## config.mk

```make
export PLATFORM = sky130hd
export DESIGN_NAME = isl51002_sync_lock_ctrl_flat
export DESIGN_NICKNAME = d
export VERILOG_FILES = /design/src/rtl/isl51002_fe_pkg.sv /design/src/rtl/isl51002_sync_lock_ctrl_if.sv /design/src/rtl/isl51002_sync_lock_ctrl_cfg_shadow.sv /design/src/rtl/isl51002_sync_lock_ctrl.sv /design/src/flat_wrapper.sv
export SDC_FILE = /design/constraint.sdc
export NUM_CORES = 1
export LEC_CHECK = 0
export ABC_AREA = 1
export BUFFER_PORTS_ARGS = -buffer_cell sky130_fd_sc_hd__buf_2
export CAP_MARGIN = 25
export CORE_MARGIN = 4
export CORE_UTILIZATION = 50
export CTS_CLUSTER_DIAMETER = 80
export DETAILED_ROUTE_END_ITERATION = 8
export PLACE_DENSITY = 0.72
export SYNTH_ARGS = -nofsm -noshare
export SYNTH_HDL_FRONTEND = slang
export SYNTH_SLANG_ARGS = --single-unit
```

## constraint.sdc

```tcl
create_clock -name PCLK_i -period 7.5 [get_ports PCLK_i]
set_input_delay 1.125 -clock PCLK_i [delete_from_list [all_inputs] [get_ports PCLK_i]]
set_output_delay 1.125 -clock PCLK_i [all_outputs]
set_load 0.01 [all_outputs]
```

## src/rtl/isl51002_fe_pkg.sv

```systemverilog
// Shared types and constants for the ISL51002 sync-lock controller.
package isl51002_fe_pkg;

    typedef enum logic [1:0] {
        ST_UNLOCKED  = 2'd0,
        ST_CANDIDATE = 2'd1,
        ST_LOCKED    = 2'd2,
        ST_HOLD      = 2'd3
    } lock_state_t;

    localparam int CNT_W  = 4;
    localparam int TMO_W  = 22;
    localparam int VT_W   = 11;
    localparam int PCNT_W = 20;
    localparam int HV_W   = 32;

    // Word positions of hv_in_config, hv_in_config2, hv_in_config3 in the packed slot.
    localparam int HV1_LSB = 0;
    localparam int HV2_LSB = HV_W;
    localparam int HV3_LSB = 2 * HV_W;
    localparam int CFG_W   = 3 * HV_W;

    function automatic logic pcnt_in_tol(input logic [PCNT_W-1:0] meas,
                                         input logic [PCNT_W-1:0] rv,
                                         input int unsigned       tol);
        logic signed [PCNT_W:0] diff;
        logic        [PCNT_W:0] mag;
        diff = $signed({1'b0, meas}) - $signed({1'b0, rv});
        mag  = diff[PCNT_W] ? $unsigned(-diff) : $unsigned(diff);
        return 32'(mag) <= tol;
    endfunction

endpackage

```

## src/rtl/isl51002_sync_lock_ctrl_if.sv

```systemverilog
// CPU-side configuration and interrupt bus of the ISL51002 sync-lock controller.
interface isl51002_sync_lock_ctrl_if;
    import isl51002_fe_pkg::*;

    logic            cfg_wr;
    logic [HV_W-1:0] cfg_hv;
    logic [HV_W-1:0] cfg_hv2;
    logic [HV_W-1:0] cfg_hv3;
    logic            irq_clr;
    logic            cfg_pending;
    logic            cfg_applied;
    logic            mode_irq;

    modport master (
        output cfg_wr, cfg_hv, cfg_hv2, cfg_hv3, irq_clr,
        input  cfg_pending, cfg_applied, mode_irq
    );

    modport slave (
        input  cfg_wr, cfg_hv, cfg_hv2, cfg_hv3, irq_clr,
        output cfg_pending, cfg_applied, mode_irq
    );

endinterface

```

## src/rtl/isl51002_sync_lock_ctrl_cfg_shadow.sv

```systemverilog
// Pending/apply slot for the hv_in_config words. A write that lands on an apply
// cycle becomes the new pending data while the previous slot contents are applied.
module sync_lock_cfg_shadow
    import isl51002_fe_pkg::*;
(
    input  logic             PCLK_i,
    input  logic             reset_n,
    input  logic             wr,
    input  logic [CFG_W-1:0] wr_data,
    input  logic             apply,
    output logic             pending,
    output logic             applied,
    output logic [CFG_W-1:0] cfg_out
);

    logic [CFG_W-1:0] slot;

    always_ff @(posedge PCLK_i) begin
        if (!reset_n) begin
            slot    <= '0;
            pending <= 1'b0;
            applied <= 1'b0;
            cfg_out <= '0;
        end else begin
            applied <= apply;
            if (apply)
                cfg_out <= slot;
            if (wr) begin
                slot    <= wr_data;
                pending <= 1'b1;
            end else if (apply) begin
                pending <= 1'b0;
            end
        end
    end

endmodule

```

## src/rtl/isl51002_sync_lock_ctrl.sv

```systemverilog
// Sync lock/loss sequencer and frame-aligned config apply for the ISL51002 frontend.
// Optional sync-loss watchdog enabled by defining SYNC_LOSS_TIMEOUT_EN.
//
//   state        | meaning
//   UNLOCKED     | no reference; next valid frame loads one
//   CANDIDATE    | reference loaded, counting consecutive matching frames
//   LOCKED       | locked, every frame matches the reference
//   HOLD         | locked, counting consecutive mismatching frames
module isl51002_sync_lock_ctrl
    import isl51002_fe_pkg::*;
#(
`ifdef SYNC_LOSS_TIMEOUT_EN
    parameter int unsigned TIMEOUT_CYCLES = 2097152,
`endif
    parameter int unsigned LOCK_FRAMES    = 4,
    parameter int unsigned UNLOCK_FRAMES  = 2,
    parameter int unsigned PCNT_TOL       = 16
) (
    input  logic                     PCLK_i,
    input  logic                     reset_n,
    input  logic                     frame_change_i,
    input  logic [VT_W-1:0]          vtotal_i,
    input  logic [PCNT_W-1:0]        pcnt_frame_i,
    input  logic                     interlace_flag_i,
    isl51002_sync_lock_ctrl_if.slave cpu,
    output logic [HV_W-1:0]          hv_in_config_o,
    output logic [HV_W-1:0]          hv_in_config2_o,
    output logic [HV_W-1:0]          hv_in_config3_o,
    output logic                     lock_o,
    output logic [VT_W-1:0]          ref_vtotal_o,
    output logic                     ref_interlace_o
);

    localparam logic [CNT_W-1:0] LOCK_N   = CNT_W'(LOCK_FRAMES);
    localparam logic [CNT_W-1:0] UNLOCK_N = CNT_W'(UNLOCK_FRAMES);
    localparam logic [CNT_W-1:0] CNT_MAX  = '1;

    lock_state_t       state;
    logic              frame_change_q;
    logic [PCNT_W-1:0] ref_pcnt;
    logic [CNT_W-1:0]  match_cnt;
    logic [CNT_W-1:0]  miss_cnt;
    logic [CNT_W-1:0]  match_inc;
    logic [CNT_W-1:0]  miss_inc;
    logic              mode_irq_q;
    logic              fe;
    logic              matched;
    logic              locked_st;
    logic              apply;
    logic              tmo_hit;
    logic [CFG_W-1:0]  cfg_out;

    assign fe        = frame_change_i & ~frame_change_q;
    assign matched   = (vtotal_i == ref_vtotal_o) && (interlace_flag_i == ref_interlace_o) &&
                       pcnt_in_tol(pcnt_frame_i, ref_pcnt, PCNT_TOL);
    assign locked_st = (state == ST_LOCKED) || (state == ST_HOLD);
    assign match_inc = (match_cnt == CNT_MAX) ? match_cnt : match_cnt + CNT_W'(1);
    assign miss_inc  = (miss_cnt == CNT_MAX) ? miss_cnt : miss_cnt + CNT_W'(1);

    // Locked: wait for the frame boundary. Otherwise apply as soon as pending.
    assign apply = cpu.cfg_pending & (locked_st ? fe : 1'b1);

`ifdef SYNC_LOSS_TIMEOUT_EN
    localparam logic [TMO_W-1:0] TMO_LAST = TMO_W'(TIMEOUT_CYCLES - 1);
    logic [TMO_W-1:0] tmo_cnt;

    always_ff @(posedge PCLK_i) begin
        if (!reset_n)
            tmo_cnt <= '0;
        else if (fe)
            tmo_cnt <= '0;
        else if (tmo_cnt != TMO_LAST)
            tmo_cnt <= tmo_cnt + TMO_W'(1);
    end

    assign tmo_hit = (tmo_cnt == TMO_LAST) & ~fe;
`else
    assign tmo_hit = 1'b0;
`endif

    always_ff @(posedge PCLK_i) begin
        if (!reset_n) begin
            state           <= ST_UNLOCKED;
            frame_change_q  <= 1'b0;
            ref_vtotal_o    <= '0;
            ref_interlace_o <= 1'b0;
            ref_pcnt        <= '0;
            match_cnt       <= '0;
            miss_cnt        <= '0;
            lock_o          <= 1'b0;
            mode_irq_q      <= 1'b0;
        end else begin
            frame_change_q <= frame_change_i;
            if (cpu.irq_clr)
                mode_irq_q <= 1'b0;

            // A new config or a vanished sync restarts acquisition from scratch.
            if ((apply || tmo_hit) && state != ST_UNLOCKED) begin
                state     <= ST_UNLOCKED;
                lock_o    <= 1'b0;
                match_cnt <= '0;
                miss_cnt  <= '0;
                if (locked_st)
                    mode_irq_q <= 1'b1;
            end else if (fe) begin
                case (state)
                    ST_UNLOCKED: begin
                        if (vtotal_i != '0) begin
                            ref_vtotal_o    <= vtotal_i;
                            ref_interlace_o <= interlace_flag_i;
                            ref_pcnt        <= pcnt_frame_i;
                            match_cnt       <= CNT_W'(1);
                            if (LOCK_N <= CNT_W'(1)) begin
                                state      <= ST_LOCKED;
                                lock_o     <= 1'b1;
                                mode_irq_q <= 1'b1;
                            end else begin
                                state <= ST_CANDIDATE;
                            end
                        end
                    end
                    ST_CANDIDATE: begin
                        if (matched) begin
                            match_cnt <= match_inc;
                            if (match_inc >= LOCK_N) begin
                                state      <= ST_LOCKED;
                                miss_cnt   <= '0;
                                lock_o     <= 1'b1;
                                mode_irq_q <= 1'b1;
                            end
                        end else begin
                            ref_vtotal_o    <= vtotal_i;
                            ref_interlace_o <= interlace_flag_i;
                            ref_pcnt        <= pcnt_frame_i;
                            match_cnt       <= CNT_W'(1);
                        end
                    end
                    ST_LOCKED: begin
                        if (matched) begin
                            miss_cnt <= '0;
                        end else if (UNLOCK_N <= CNT_W'(1)) begin
                            state      <= ST_UNLOCKED;
                            match_cnt  <= '0;
                            miss_cnt   <= '0;
                            lock_o     <= 1'b0;
                            mode_irq_q <= 1'b1;
                        end else begin
                            state    <= ST_HOLD;
                            miss_cnt <= CNT_W'(1);
                        end
                    end
                    ST_HOLD: begin
                        if (matched) begin
                            state    <= ST_LOCKED;
                            miss_cnt <= '0;
                        end else if (miss_inc >= UNLOCK_N) begin
                            state      <= ST_UNLOCKED;
                            match_cnt  <= '0;
                            miss_cnt   <= '0;
                            lock_o     <= 1'b0;
                            mode_irq_q <= 1'b1;
                        end else begin
                            miss_cnt <= miss_inc;
                        end
                    end
                    default: state <= ST_UNLOCKED;
                endcase
            end
        end
    end

    assign cpu.mode_irq = mode_irq_q;

    sync_lock_cfg_shadow u_shadow (
        .PCLK_i  (PCLK_i),
        .reset_n (reset_n),
        .wr      (cpu.cfg_wr),
        .wr_data ({cpu.cfg_hv3, cpu.cfg_hv2, cpu.cfg_hv}),
        .apply   (apply),
        .pending (cpu.cfg_pending),
        .applied (cpu.cfg_applied),
        .cfg_out (cfg_out)
    );

    assign hv_in_config_o  = cfg_out[HV1_LSB +: HV_W];
    assign hv_in_config2_o = cfg_out[HV2_LSB +: HV_W];
    assign hv_in_config3_o = cfg_out[HV3_LSB +: HV_W];

endmodule

```

## src/flat_wrapper.sv

```systemverilog
// flat-port wrapper written by rule: the top's interface ports become plain ports
module isl51002_sync_lock_ctrl_flat import isl51002_fe_pkg::*;
#(

    parameter int unsigned LOCK_FRAMES    = 4,
    parameter int unsigned UNLOCK_FRAMES  = 2,
    parameter int unsigned PCNT_TOL       = 16
)
  (PCLK_i, reset_n, frame_change_i, vtotal_i, pcnt_frame_i, interlace_flag_i, hv_in_config_o, hv_in_config2_o, hv_in_config3_o, lock_o, ref_vtotal_o, ref_interlace_o, cpu_cfg_wr, cpu_cfg_hv, cpu_cfg_hv2, cpu_cfg_hv3, cpu_irq_clr, cpu_cfg_pending, cpu_cfg_applied, cpu_mode_irq);
  isl51002_sync_lock_ctrl_if cpu_i ();
  input  logic PCLK_i;
  input  logic reset_n;
  input  logic frame_change_i;
  input  logic [VT_W-1:0] vtotal_i;
  input  logic [PCNT_W-1:0] pcnt_frame_i;
  input  logic interlace_flag_i;
  output logic [HV_W-1:0] hv_in_config_o;
  output logic [HV_W-1:0] hv_in_config2_o;
  output logic [HV_W-1:0] hv_in_config3_o;
  output logic lock_o;
  output logic [VT_W-1:0] ref_vtotal_o;
  output logic ref_interlace_o;
  input wire logic [$bits(cpu_i.cfg_wr)-1:0] cpu_cfg_wr;
  input wire logic [$bits(cpu_i.cfg_hv)-1:0] cpu_cfg_hv;
  input wire logic [$bits(cpu_i.cfg_hv2)-1:0] cpu_cfg_hv2;
  input wire logic [$bits(cpu_i.cfg_hv3)-1:0] cpu_cfg_hv3;
  input wire logic [$bits(cpu_i.irq_clr)-1:0] cpu_irq_clr;
  output wire logic [$bits(cpu_i.cfg_pending)-1:0] cpu_cfg_pending;
  output wire logic [$bits(cpu_i.cfg_applied)-1:0] cpu_cfg_applied;
  output wire logic [$bits(cpu_i.mode_irq)-1:0] cpu_mode_irq;
  assign cpu_i.cfg_wr = cpu_cfg_wr;
  assign cpu_i.cfg_hv = cpu_cfg_hv;
  assign cpu_i.cfg_hv2 = cpu_cfg_hv2;
  assign cpu_i.cfg_hv3 = cpu_cfg_hv3;
  assign cpu_i.irq_clr = cpu_irq_clr;
  assign cpu_cfg_pending = cpu_i.cfg_pending;
  assign cpu_cfg_applied = cpu_i.cfg_applied;
  assign cpu_mode_irq = cpu_i.mode_irq;
  isl51002_sync_lock_ctrl #(.LOCK_FRAMES(LOCK_FRAMES), .UNLOCK_FRAMES(UNLOCK_FRAMES), .PCNT_TOL(PCNT_TOL)) u_core (.PCLK_i(PCLK_i), .reset_n(reset_n), .frame_change_i(frame_change_i), .vtotal_i(vtotal_i), .pcnt_frame_i(pcnt_frame_i), .interlace_flag_i(interlace_flag_i), .cpu(cpu_i), .hv_in_config_o(hv_in_config_o), .hv_in_config2_o(hv_in_config2_o), .hv_in_config3_o(hv_in_config3_o), .lock_o(lock_o), .ref_vtotal_o(ref_vtotal_o), .ref_interlace_o(ref_interlace_o));
endmodule
```

* Word level (Yosys, flattened, before mapping)
Index checks and enable logic that the tools add are counted.
** Operators by class
- $add $sub $neg :: 4
- $lt $le $gt $ge :: 3
- Reductions and logical operators :: 18
- Bitwise gates (word level) :: 5
- Mux-type cells :: 47
- Equality and inequality tests :: 15
** Operators with widths (number)
- 20-bit 2-to-1 mux :: 2
- 4-bit 2-to-1 mux :: 10
- 20-bit case mux with 2 select lines :: 1
- 4-bit case mux with 3 select lines :: 2
- 11-bit 2-to-1 mux :: 2
- 11-bit case mux with 2 select lines :: 1
- 21-bit by 5-bit <= comparator with 1-bit output (second input constant) :: 1
- 21-bit 2-to-1 mux :: 1
- 21-bit negator :: 1
- 20-bit by 20-bit subtractor with 21-bit output :: 1
- 1-bit 2-to-1 mux :: 18
- 2-bit 2-to-1 mux :: 6
- 6-bit AND reduction :: 2
- 11-bit == test :: 1
- 11-bit nonzero test :: 1
- 5-bit AND reduction :: 2
- 4-bit by 1-bit adder with 4-bit output (second input constant) :: 2
- 4-bit == test (second input constant) :: 2
- 2-bit inequality test (second input constant) :: 4
- 2-bit case mux with 4 select lines :: 1
- 2-bit nonzero test :: 4
- 2-bit by 1-bit inequality test with 1-bit output (second input constant) :: 3
- 1-bit case mux with 2 select lines :: 3
- 3-bit nonzero test :: 2
- other kinds (13) :: 19
** Storage, ports and cells
- Register bits after elaboration :: 239
- Logic and storage cells :: 105
- Output and inout port bits :: 112
- Input port bits :: 133

* Depth between registers and ports, before layout
- Depth after elaboration :: 9
- Depth in mapped cells :: 29
- Mapped depth without buffers :: 28

* Cells and area by module
From an unflattened synthesis, not the netlist that was laid out.
** Unflattened totals
- Cell total of the unflattened synthesis :: 1669
- Area, all modules :: 11345.9 um2
** Modules (own cells, without submodules)
- sync_lock_cfg_shadow :: instances 1, sequential area each 3883.7 um2, area an instance 6658.9 um2, cells an instance 839
- isl51002_sync_lock_ctrl :: instances 1, sequential area each 900.9 um2, area an instance 4687.0 um2, cells an instance 830

* Least setup slack after synthesis
No wires, ideal clock.
- Path type :: input to register
- From :: in pcnt_frame_i[0]
- To :: reg u_core.ref_vtotal_o[1]
- Stages :: 27
- Arrival time :: 3.738 ns
- Library setup time :: 0.113 ns
- Data required time :: 7.387 ns
- Buffers on the path :: 2
- Setup slack :: 3.649 ns
- Cell sequence :: inv_1 -> ha_1 -> fa_1 -> inv_1 -> nand3_1 -> nand2_1 -> nand3_1 -> nand3_2 -> nand2_2 -> nand2_4 -> inv_2 -> buf_6 -> nand3_1 -> nand3_1 -> nor2_1 -> nand2_1 -> nor2_1 -> nand2_1 -> nor2_2 -> nand3_4 -> nand2_4 -> nand2_4 -> nand2_8 -> inv_4 -> buf_6 -> nor2_2 -> nor2_1
** On the way
- Longest elaborated chain between the ends :: 7
** RTL lines
- start: declaration :: RTL line flat_wrapper.sv:15 : input logic [PCNT_W-1:0] pcnt_frame_i;
- 20-bit by 20-bit subtractor with 21-bit output (*) :: RTL line isl51002_fe_pkg.sv:28 : diff = $signed({1'b0, meas}) - $signed({1'b0, rv});
- 21-bit negator :: RTL line isl51002_fe_pkg.sv:29 : mag = diff[PCNT_W] ? $unsigned(-diff) : $unsigned(diff);
- 21-bit 2-to-1 mux (*) :: RTL line isl51002_fe_pkg.sv:29
- 21-bit by 5-bit <= comparator with 1-bit output (*) :: RTL line isl51002_fe_pkg.sv:30 : return 32'(mag) <= tol;
- 1-bit logical AND (*) :: RTL line isl51002_sync_lock_ctrl.sv:54 : assign matched = (vtotal_i == ref_vtotal_o) && (interlace_flag_i == ref_interlace_o) &&
- 2-bit inequality test (no line) (*)
- 5-bit AND reduction (no line) (*)
- end signal: assignment :: RTL line isl51002_sync_lock_ctrl.sv:109 : ref_vtotal_o <= vtotal_i;
- end signal: assignment :: RTL line isl51002_sync_lock_ctrl.sv:132 : ref_vtotal_o <= vtotal_i;
- end: declaration :: RTL line isl51002_sync_lock_ctrl.sv:30 : output logic [VT_W-1:0] ref_vtotal_o,
Every way passes the cells marked *; elsewhere a longest branch is shown, timed or not.
A chain may end at the register's enable or synchronous reset.

* Final worst setup path
- From :: in pcnt_frame_i[0]
- To :: reg u_core.ref_vtotal_o[0]
The elaborated chain is that of the path after synthesis.

==> flow_summary.yaml <==
status:
  status: "complete, no violations"
yosys:
  synth_area_per_cell_sq_um: 6.86
  ys_ff_latch: 239
  netlist_area_sq_um: 11000
  synthXorXnorAreaFrac: 0.0143
  yosysSeqAreaShare: 0.434
  yosys.cell_types.count: 39
  synth_compound_area_frac: 0.137
  mappedNetlistNets: 1765
  syn_inst: 1608
  synth_top_family_by_area: "simple AND/OR/NAND/NOR gates"
  yosys_warnings: 0
  synth_mux_area_frac: 0
  synthAdderAreaFrac: 0.0279
  synthSimpleGateAreaFrac: 0.311
sta:
  fin_crit_ns: 4.09
  worstMarginPinSlew_ns: 1.03
  hold-worst-slack_ns: 0.461
  tns_ns: 0
  slew_viol_final: 0
  max_freq_mhz: 244
  period_share: 0.546
  max_slew_margin: 0.313
  finalHoldViolCount: 0
  finalSetupViolations: 0
  rsz0062_at_grt: "false"
  skew_ns: 0.0146
worst_setup_path:
  worstPathArrival_ns: 4.51
  reg2regPathDepth: 24
  crit_type: "input pin to flop"
  cp_max_fo: 52
  start_kind: "input pin"
  required_ns: 7.92
  endpoint_kind: "flop"
clocking:
  cts_sinks: 239
  cts_buffers: 26
  clk_path_buf_depth: 3
  htreeDepth: 1
  clkTransAtPathRegs_ns: 0.06
  cts_root_buffer: "clkbuf_16"
  postCtsResizedCells: 0
  clkLatencyLatePin_ns: 0.53
  post-cts-setup-buffers: 0
  postCtsHoldBufs: 0
  tritoncts: "yes"
grt:
  grt_pass1_wl_mm: 47.4
  grt_max_degree: 134
  grt_use_total: 0.230
  overflow: 0
  antenna_found_initial: 5
  grt_pass1_vias: 9893
finish:
  final_common_cell: "nor2_1"
  drive_above_1_share: 0.192
  fillCellCount: 2154
  final_cell_mix: "nor2_1, buf_2, dfxtp_1, nand2_1, o21ai_0"
  nets: 1968
  syn2layout_area_growth_pct: 19.7
floorplanning:
  die_w_um: 157
  design.core.area_sq_um: 21800
  start_util: 0.507
  rows: 54
  dieArea_sq_um: 24500
  pin_count: 245
  die_h_um: 157
job:
  cap_violations: 0
route:
  routedWlPerCell_um: 13.8
  viasPerCell: 4.98
  drc: 0
  firstDrtPassIters: 7
  drt-total-wl_mm: 29.1
  vias: 10500
  drtAntennaViolNets: 0
  drt_first_iter_violations: 621
placed_design:
  numPortBuffers: 244
  gp_congestion: 0.972
  dp_hpwl_mm: 20.2
hold_path:
  worstHoldPathCells: 2
  holdCritPathClass: "flop to flop"
power:
  leakage_nw: 6.43
  vdd_ir_drop_max_mv: 0.174
  pwr_density_cell_nw_per_um2: 259
==> layout make-up <==
class | instances | area (sq um) | share of cell area
Multi-Input combinational cell | 1162 | 5420 | 0.410
Clock inverter | 10 | 128 | 0.00966
Sequential cell | 239 | 4780 | 0.362
Antenna cell | 2 | 5.00 | 0.000379
Tap cell | 280 | 350 | 0.0265
Timing Repair Buffer | 250 | 1290 | 0.0975
Clock buffer | 37 | 742 | 0.0562
Inverter | 132 | 498 | 0.0377
==> stage by stage <==
step	setup WS [ns]	std cells	area [sq um]	util	power [mW]
detailed placement	2.86	2062	12300	0.566	2.17
floorplan	3.65	1608	11000	-	1.97
global placement	2.99	2062	12300	0.566	2.16
global route	2.97	2112	13200	0.607	3.63
CTS	3.42	2109	13200	0.606	3.46
finish	3.41	2112	13200	0.607	3.42
==> worst max-delay path, stage by stage <==
cell,delay [ns]
buf_2,0.10
inv_1,0.05
ha_1,0.22
fa_1,0.40
inv_1,0.11
nand3_1,0.07
nand2_1,0.12
nand3_1,0.15
nand3_2,0.12
nand2_2,0.07
nand2_4,0.10
inv_2,0.17
o21ai_1,0.22
inv_1,0.07
nor2_1,0.13
nand3_1,0.08
nand2_1,0.07
inv_1,0.06
nor2_4,0.11
nand3_4,0.13
nand2_4,0.11
nand2_4,0.07
nand2_8,0.28
inv_4,0.18
nor2_1,0.12
nor2_1,0.05
==> logic make-up after synthesis <==
| logic type | after synthesis |
|---|---|
| XOR/XNOR | 18 |
| AO/OA/AOI/OAI | 285 |
| buffers and inverters | 207 |
| adder cells (fa/ha/maj) | 24 |
| AND/OR/NAND/NOR | 835 |
| flip-flops | 239 |
==> Yosys cell counts <==
| master | count | area, sq um |
|---|---|---|
| nand2_2 | 6 | 37.5 |
| clkinv_1 | 3 | 11.3 |
| ha_1 | 23 | 288 |
| nand3_1 | 76 | 380 |
| nand3_2 | 1 | 10.0 |
| nor3_1 | 8 | 40.0 |
| buf_1 | 3 | 11.3 |
| o21ai_2 | 1 | 8.76 |
| nor2_2 | 15 | 93.8 |
| a311oi_1 | 1 | 8.76 |
| and2_1 | 2 | 12.5 |
| inv_4 | 1 | 6.26 |
| a41oi_1 | 1 | 8.76 |
| nor2_4 | 1 | 11.3 |
| nand3_4 | 1 | 17.5 |
| o31ai_1 | 2 | 15.0 |
| buf_8 | 2 | 30.0 |
| o21ai_1 | 32 | 160 |
| clkbuf_1 | 61 | 229 |
| nand2_1 | 230 | 863 |
| nand2_4 | 3 | 33.8 |
| nand4_1 | 17 | 106 |
| buf_6 | 4 | 45.0 |
| nor2_1 | 467 | 1750 |
| inv_2 | 10 | 37.5 |
| a21oi_1 | 25 | 125 |
| o21ai_0 | 204 | 1020 |
| nand2_8 | 1 | 20.0 |
| nor4_1 | 4 | 25.0 |
| buf_2 | 2 | 10.0 |
| buf_4 | 3 | 22.5 |
| inv_1 | 118 | 443 |
| xor2_1 | 4 | 35.0 |
| nand3b_1 | 3 | 22.5 |
| fa_1 | 1 | 20.0 |
| o21bai_1 | 1 | 7.51 |
| a21oi_2 | 18 | 158 |
| dfxtp_1 | 239 | 4780 |
| xnor2_1 | 14 | 123 |
==> report_power, final <==
part           switching [mW]  internal, mW  total (mW)  leakage (nW)
logic                   0.473         0.255       0.728          4.02
registers              0.0489          1.37        1.42          1.98
clock network           0.519         0.762        1.28         0.425
total                    1.04          2.38        3.42          6.43
==> layer usage <==
metal | wire length, um | part of all wire | track usage
met1 | 12400 | 0.43 | 0.288
met2 | 13600 | 0.47 | 0.390
met3 | 2560 | 0.088 | 0.0733
met4 | 564 | 0.019 | 0.0525
met5 | 34 | 0.0012 | 0
==> final timing paths <==
| path | start | endpoint | slack, ns |
|---|---|---|---|
| hold / removal | u_core.ref_pcnt[7] | u_core.ref_pcnt[7] | 0.46 |
| setup reg to reg | u_core.ref_pcnt[0] | u_core.ref_vtotal_o[0] | 3.80 |
| hold reg to reg | u_core.ref_pcnt[7] | u_core.ref_pcnt[7] | 0.46 |
| setup / recovery | pcnt_frame_i[0] | u_core.ref_vtotal_o[0] | 3.41 |
==> state kept, by name, summed over array words and instances, names as in the netlist <==
register and cells:
u_core.lock_o 1, u_core.u_shadow.applied 1, u_core.miss_cnt 4, u_core.cpu.mode_irq 1, u_core.ref_interlace_o 1, u_core.u_shadow.pending 1, u_core.ref_vtotal_o 11, u_core.u_shadow.cfg_out 96
u_core.state 2, u_core.ref_pcnt 20, u_core.match_cnt 4, u_core.u_shadow.slot 96, u_core.frame_change_q 1
(Power assumes the default switching activity.)
